`src/rtl/branch_redirect_ctrl.sv`:
```
// Branch redirect control: in-order FIFO of fetch predictions checked
// against EXU resolution; issues redirect + timed flush on mispredict.
`ifndef XLEN
`define XLEN 32
`endif

module branch_redirect_ctrl #(
  parameter int DEPTH     = 4,
  parameter int FLUSH_CYC = 2,
  parameter int CNT_W     = 16
) (
  input  logic                     clk,
  input  logic                     aresetn,
  input  logic                     i_pred_valid,
  input  logic                     i_pred_taken,
  input  logic [`XLEN-1:0]         i_pred_pc,
  input  logic [`XLEN-1:0]         i_pred_target,
  output logic                     o_pred_ready,
  input  logic                     i_res_valid,
  input  logic                     i_res_taken,
  input  logic [`XLEN-1:0]         i_res_target,
  output logic                     o_redirect,
  output logic [`XLEN-1:0]         o_redirect_pc,
  output logic                     o_flush,
  output logic [$clog2(DEPTH):0]   o_inflight,
  output logic [CNT_W-1:0]         o_branch_cnt,
  output logic [CNT_W-1:0]         o_mispred_cnt
);

  localparam int PW = $clog2(DEPTH);
  localparam int FW = (FLUSH_CYC > 1) ? $clog2(FLUSH_CYC) : 1;

  typedef enum logic {
    RUN,
    FLUSH
  } state_t;

  state_t           state_q, state_d;
  logic [FW-1:0]    fcnt_q, fcnt_d;

  logic [PW-1:0]    wr_q, rd_q;
  logic [PW:0]      cnt_q;

  logic             taken_mem [DEPTH];
  logic [`XLEN-1:0] pc_mem    [DEPTH];
  logic [`XLEN-1:0] tgt_mem   [DEPTH];

  logic             full, empty;
  logic             push, pop, mispred;
  logic             head_taken;
  logic [`XLEN-1:0] head_pc, head_tgt;
  logic [`XLEN-1:0] redir_pc;
  logic [CNT_W-1:0] cnt_max;

  assign cnt_max    = '1;
  assign full       = (cnt_q == (PW+1)'(DEPTH));
  assign empty      = (cnt_q == '0);
  assign head_taken = taken_mem[rd_q];
  assign head_pc    = pc_mem[rd_q];
  assign head_tgt   = tgt_mem[rd_q];

  assign o_pred_ready = (state_q == RUN) & ~full;
  assign push         = i_pred_valid & o_pred_ready;
  assign pop          = i_res_valid & ~empty & (state_q == RUN);
  assign mispred      = pop &
                        ((head_taken != i_res_taken) |
                         (i_res_taken & (head_tgt != i_res_target)));
  assign redir_pc     = i_res_taken ? i_res_target
                                    : head_pc + `XLEN'(4);

  assign o_flush    = (state_q == FLUSH);
  assign o_inflight = cnt_q;

  // Next state: enter FLUSH on mispredict, count down, then resume
  always_comb begin
    state_d = state_q;
    fcnt_d  = fcnt_q;
    unique case (state_q)
      RUN: begin
        if (mispred) begin
          state_d = FLUSH;
          fcnt_d  = FW'(FLUSH_CYC - 1);
        end
      end
      FLUSH: begin
        if (fcnt_q == '0) state_d = RUN;
        else              fcnt_d  = fcnt_q - 1'b1;
      end
      default: state_d = RUN;
    endcase
  end

  // State and flush-length register
  always_ff @(posedge clk or negedge aresetn) begin
    if (!aresetn) begin
      state_q <= RUN;
      fcnt_q  <= '0;
    end else begin
      state_q <= state_d;
      fcnt_q  <= fcnt_d;
    end
  end

  // Registered redirect pulse; PC holds between pulses
  always_ff @(posedge clk or negedge aresetn) begin
    if (!aresetn) begin
      o_redirect    <= 1'b0;
      o_redirect_pc <= '0;
    end else begin
      o_redirect <= mispred;
      if (mispred) o_redirect_pc <= redir_pc;
    end
  end

  // FIFO pointers/occupancy; a mispredict wipes wrong-path entries
  always_ff @(posedge clk or negedge aresetn) begin
    if (!aresetn) begin
      wr_q  <= '0;
      rd_q  <= '0;
      cnt_q <= '0;
    end else if (mispred) begin
      wr_q  <= '0;
      rd_q  <= '0;
      cnt_q <= '0;
    end else begin
      if (push) wr_q <= wr_q + 1'b1;
      if (pop)  rd_q <= rd_q + 1'b1;
      unique case ({push, pop})
        2'b10:   cnt_q <= cnt_q + 1'b1;
        2'b01:   cnt_q <= cnt_q - 1'b1;
        default: cnt_q <= cnt_q;
      endcase
    end
  end

  // FIFO payload storage
  always_ff @(posedge clk) begin
    if (push) begin
      taken_mem[wr_q] <= i_pred_taken;
      pc_mem[wr_q]    <= i_pred_pc;
      tgt_mem[wr_q]   <= i_pred_target;
    end
  end

  // Saturating performance counters
  always_ff @(posedge clk or negedge aresetn) begin
    if (!aresetn) begin
      o_branch_cnt  <= '0;
      o_mispred_cnt <= '0;
    end else begin
      if (pop && o_branch_cnt != cnt_max)
        o_branch_cnt <= o_branch_cnt + 1'b1;
      if (mispred && o_mispred_cnt != cnt_max)
        o_mispred_cnt <= o_mispred_cnt + 1'b1;
    end
  end

endmodule
```
`config.mk`:
```
export PLATFORM = sky130hd
export DESIGN_NAME = branch_redirect_ctrl
export DESIGN_NICKNAME = d
export VERILOG_FILES = /design/src/rtl/branch_redirect_ctrl.sv
export SDC_FILE = /design/constraint.sdc
export NUM_CORES = 1
export LEC_CHECK = 0
export CORE_MARGIN = 1.5
export CORE_UTILIZATION = 55
export CTS_CLUSTER_DIAMETER = 40
export DETAILED_ROUTE_END_ITERATION = 8
export PLACE_DENSITY = 0.78
export SLEW_MARGIN = 40
export SYNTH_ARGS = -nofsm -noshare
export SYNTH_HDL_FRONTEND = slang
export SYNTH_SLANG_ARGS = --single-unit
```
`constraint.sdc`:
```
create_clock -name clk -period 6.2 [get_ports clk]
set_input_delay 0.62 -clock clk [delete_from_list [all_inputs] [get_ports clk]]
set_output_delay 0.62 -clock clk [all_outputs]
set_load 0.1 [all_outputs]
```
==> metrics.cfg <==
[outcome]
outcome=finished, final reports clean

[grt]
grt_first_pass_wirelength_um=46600
grt_usage=0.239
grt_pass1_vias=8107
grt_max_degree=75
met2_usage=0.374
global_route.usage.met1=0.344
gr-total-overflow=0
antenna_found_initial=0
grtUsageMet3=0.0392
grt_busiest_layer=met2

[yosys]
syn_inst=831
synth_seq_cells=334
ys_seq_area_frac=0.686
synth_top_area_frac=0.555
yosys-top-cells-area=edfxtp_1, dfrtp_1, mux4_2
ys_warn_count=0
ys.flop_type=edfxtp_1
syn_avg_cell_area_sq_um=16.9
post_synth_num_cell_types=49
synth_area_sq_um=14100
synth_edf_count=260
synthArstFlopShare=0.222
synth.largest_area_cell=edfxtp_1
synth_nets=941

[drt]
drc=0
first_pass_iters=5
vias=7944
avgViaCountPerCell=5.76
wl_per_cell_um=22.1
drt-initial-drc-count=828
wirelength_um=30400
ant_nets=0

[final_layout]
multi_input_area_sq_um=4160
final_net_count=1129
area.growth.synth_to_final_pct=20.9
seqCellArea_sq_um=9670
post-route-util=0.678
final_cell_count_no_fill=1379
drive_above_1_share=0.214
fill_cells=1736

[critical_path]
critPathRequiredTime_ns=6.59
critPathKind=flop to flop
cp-end-kind=flop
critical_path.max_fanout=42
cp-start-kind=flop
crit_arrival_ns=4.44

[timing]
skew_ns=0.0203
fin_tns_setup_ns=0
slew_violations=0
worstMarginPinSlew_ns=0.795
fin_crit_sh=0.654
rsz0062_at_grt=no
max_freq_mhz=247
setup_violations=0
relSlewSlack=0.464
hold_ws_ns=0.132
hold_viol=0
period_minus_slack_ns=4.05

[floorplanning]
die_w_um=163
die_area_sq_um=26600
io_pins=172
core_sq_um=25100
start_util=0.560
rows=58
die_y_um=163

[placement]
gp_congestion=0.852
port_buffers=171
dp.cells=1309
hpwl_um=20700

[cts]
clk_latency_ns=0.52
cts_root_buf=clkbuf_16
clk_path_buf_depth=3
path_clk_slew_ns=0.06
cts_tree=built
cts_hold_buf=0
post_cts_buffers=0
cts.sinks=334
post_cts_resized=0
cts_buffers=38
cts_max_level=2

[pwr]
switchingPower_w=0.00332
power_frac_seq=0.374
peakVddDrop_uv=563
finalPower_w=0.00848
swShare=0.391
clkPwrFrac=0.261
cellLeakagePower_nw=6.13
combPwrFrac=0.365
p_per_area_nw_per_um2=498
internal_power_w=0.00516

[min_path]
hp-class=primary input to asynchronous set/reset pin

[job]
maxCapViolCount=0

-- cell usage after synthesis (2+ instances only) --
cell type	n
edfxtp_1	260
dfrtp_1	74
nand2_1	61
mux4_2	60
xor2_1	52
xnor2_1	39
o21ai_0	37
mux2_1	29
nand3_1	18
mux2i_1	16
nor2_1	15
nor4_1	15
and3_1	13
nand4_1	13
nor3_1	12
clkbuf_1	11
inv_1	11
mux2_2	11
and2_1	10
buf_6	9
buf_2	7
buf_4	7
ha_1	7
nand2b_1	7
and4_1	3
o22ai_1	3
or3_1	3
a31oi_1	2
nor2b_1	2
nor4b_1	2
o2111ai_1	2
o221ai_1	2
or2_2	2
-- final cells by class --
class	count	share of cell area
inverters	11	0.00243
clock inverters	22	0.0145
clock buffers	47	0.0591
flip-flops and latches	334	0.568
repair buffers	182	0.0868
well taps	330	0.0243
diodes	1	0.000147
multi-input cells	452	0.245
-- worst paths after layout --
path | start | to | slack, ns | cells past startpoint
setup / recovery | rd_q[0]$_DFFE_PN0P_ | o_redirect_pc[0]$_DFFE_PN0P_ | 2.15 | 9
hold / removal | aresetn | o_branch_cnt[5]$_DFFE_PN0P_ | 0.13 | 1
setup reg to reg | rd_q[0]$_DFFE_PN0P_ | o_redirect_pc[0]$_DFFE_PN0P_ | 2.15 | 9
hold reg to reg | o_mispred_cnt[6]$_DFFE_PN0P_ | o_mispred_cnt[6]$_DFFE_PN0P_ | 0.49 | 1
max in group asynchronous | aresetn | rd_q[0]$_DFFE_PN0P_ | 5.54 | 1
min in group clk | o_mispred_cnt[6]$_DFFE_PN0P_ | o_mispred_cnt[6]$_DFFE_PN0P_ | 0.49 | 1
-- per-stage QoR --
| stage | setup WS, ns | area, sq um |
|---|---|---|
| 5_1_grt | 1.91 | 17000 |
| 2_1_floorplan | 1.25 | 14100 |
| 6_report | 2.15 | 17000 |
| 3_3_place_gp | 1.87 | 16000 |
| 3_5_place_dp | 2.14 | 15800 |
| 4_1_cts | 2.13 | 17000 |
-- power by group through the flow --
stage	combinational (W)	sequential, W	clock (W)
after detailed placement	0.00310	0.00321	0
after global routing	0.00327	0.00321	0.00235
final	0.00310	0.00317	0.00222
after global placement	0.00312	0.00327	0
after CTS	0.00312	0.00317	0.00225
after floorplan	0.00144	0.00420	0
-- flip-flops by register name (all words and copies together), names as in the netlist --
signal and flops:
o_inflight 3, o_mispred_cnt 16, o_redirect_pc 32, pc_mem 128
taken_mem 4, o_branch_cnt 16, tgt_mem 128, rd_q 2
o_flush 1, wr_q 2, fcnt_q 1, o_redirect 1
-- routing by layer --
metal | part of all wire | vias to the layer above
li1 | - | 3602
met1 | 0.43 | 3932
met2 | 0.47 | 347
met3 | 0.074 | 63
met4 | 0.032 | 0
met5 | 0 | -
-- kinds of logic after synthesis --
kind of cell	count (synthesis)	share of synthesized area
flip-flops	334	0.686
AND/OR/NAND/NOR	182	0.0676
XOR/XNOR	91	0.0566
AO/OA/AOI/OAI	55	0.0230
multiplexers	116	0.139
adder cells (fa/ha/maj)	8	0.00765
buffers and inverters	45	0.0193
-- critical path, stage by stage (launching register included) --
cell and delay [ns]:
dfrtp_4 0.77, buf_12 0.28, mux4_2 0.53, xor2_1 0.16, nor4_1 0.46, nand2_1 0.20
nor4_4 0.30, buf_4 0.26, or2_4 0.52, mux2_2 0.41
-- cells in the final DEF (no fill, tap or decap), drive strengths merged, types with 13 or more instances in the layout --
master / count
o21ai: 38
and3: 13
nand4: 13
xnor2: 39
inv: 18
clkdlybuf4s50: 99
mux2: 40
mux4: 60
clkbuf: 47
dfrtp: 74
edfxtp: 260
nor4: 17
nor2: 15
mux2i: 16
xor2: 52
buf: 83
nand3: 18
nand2: 61
(Power assumes the default switching activity.)
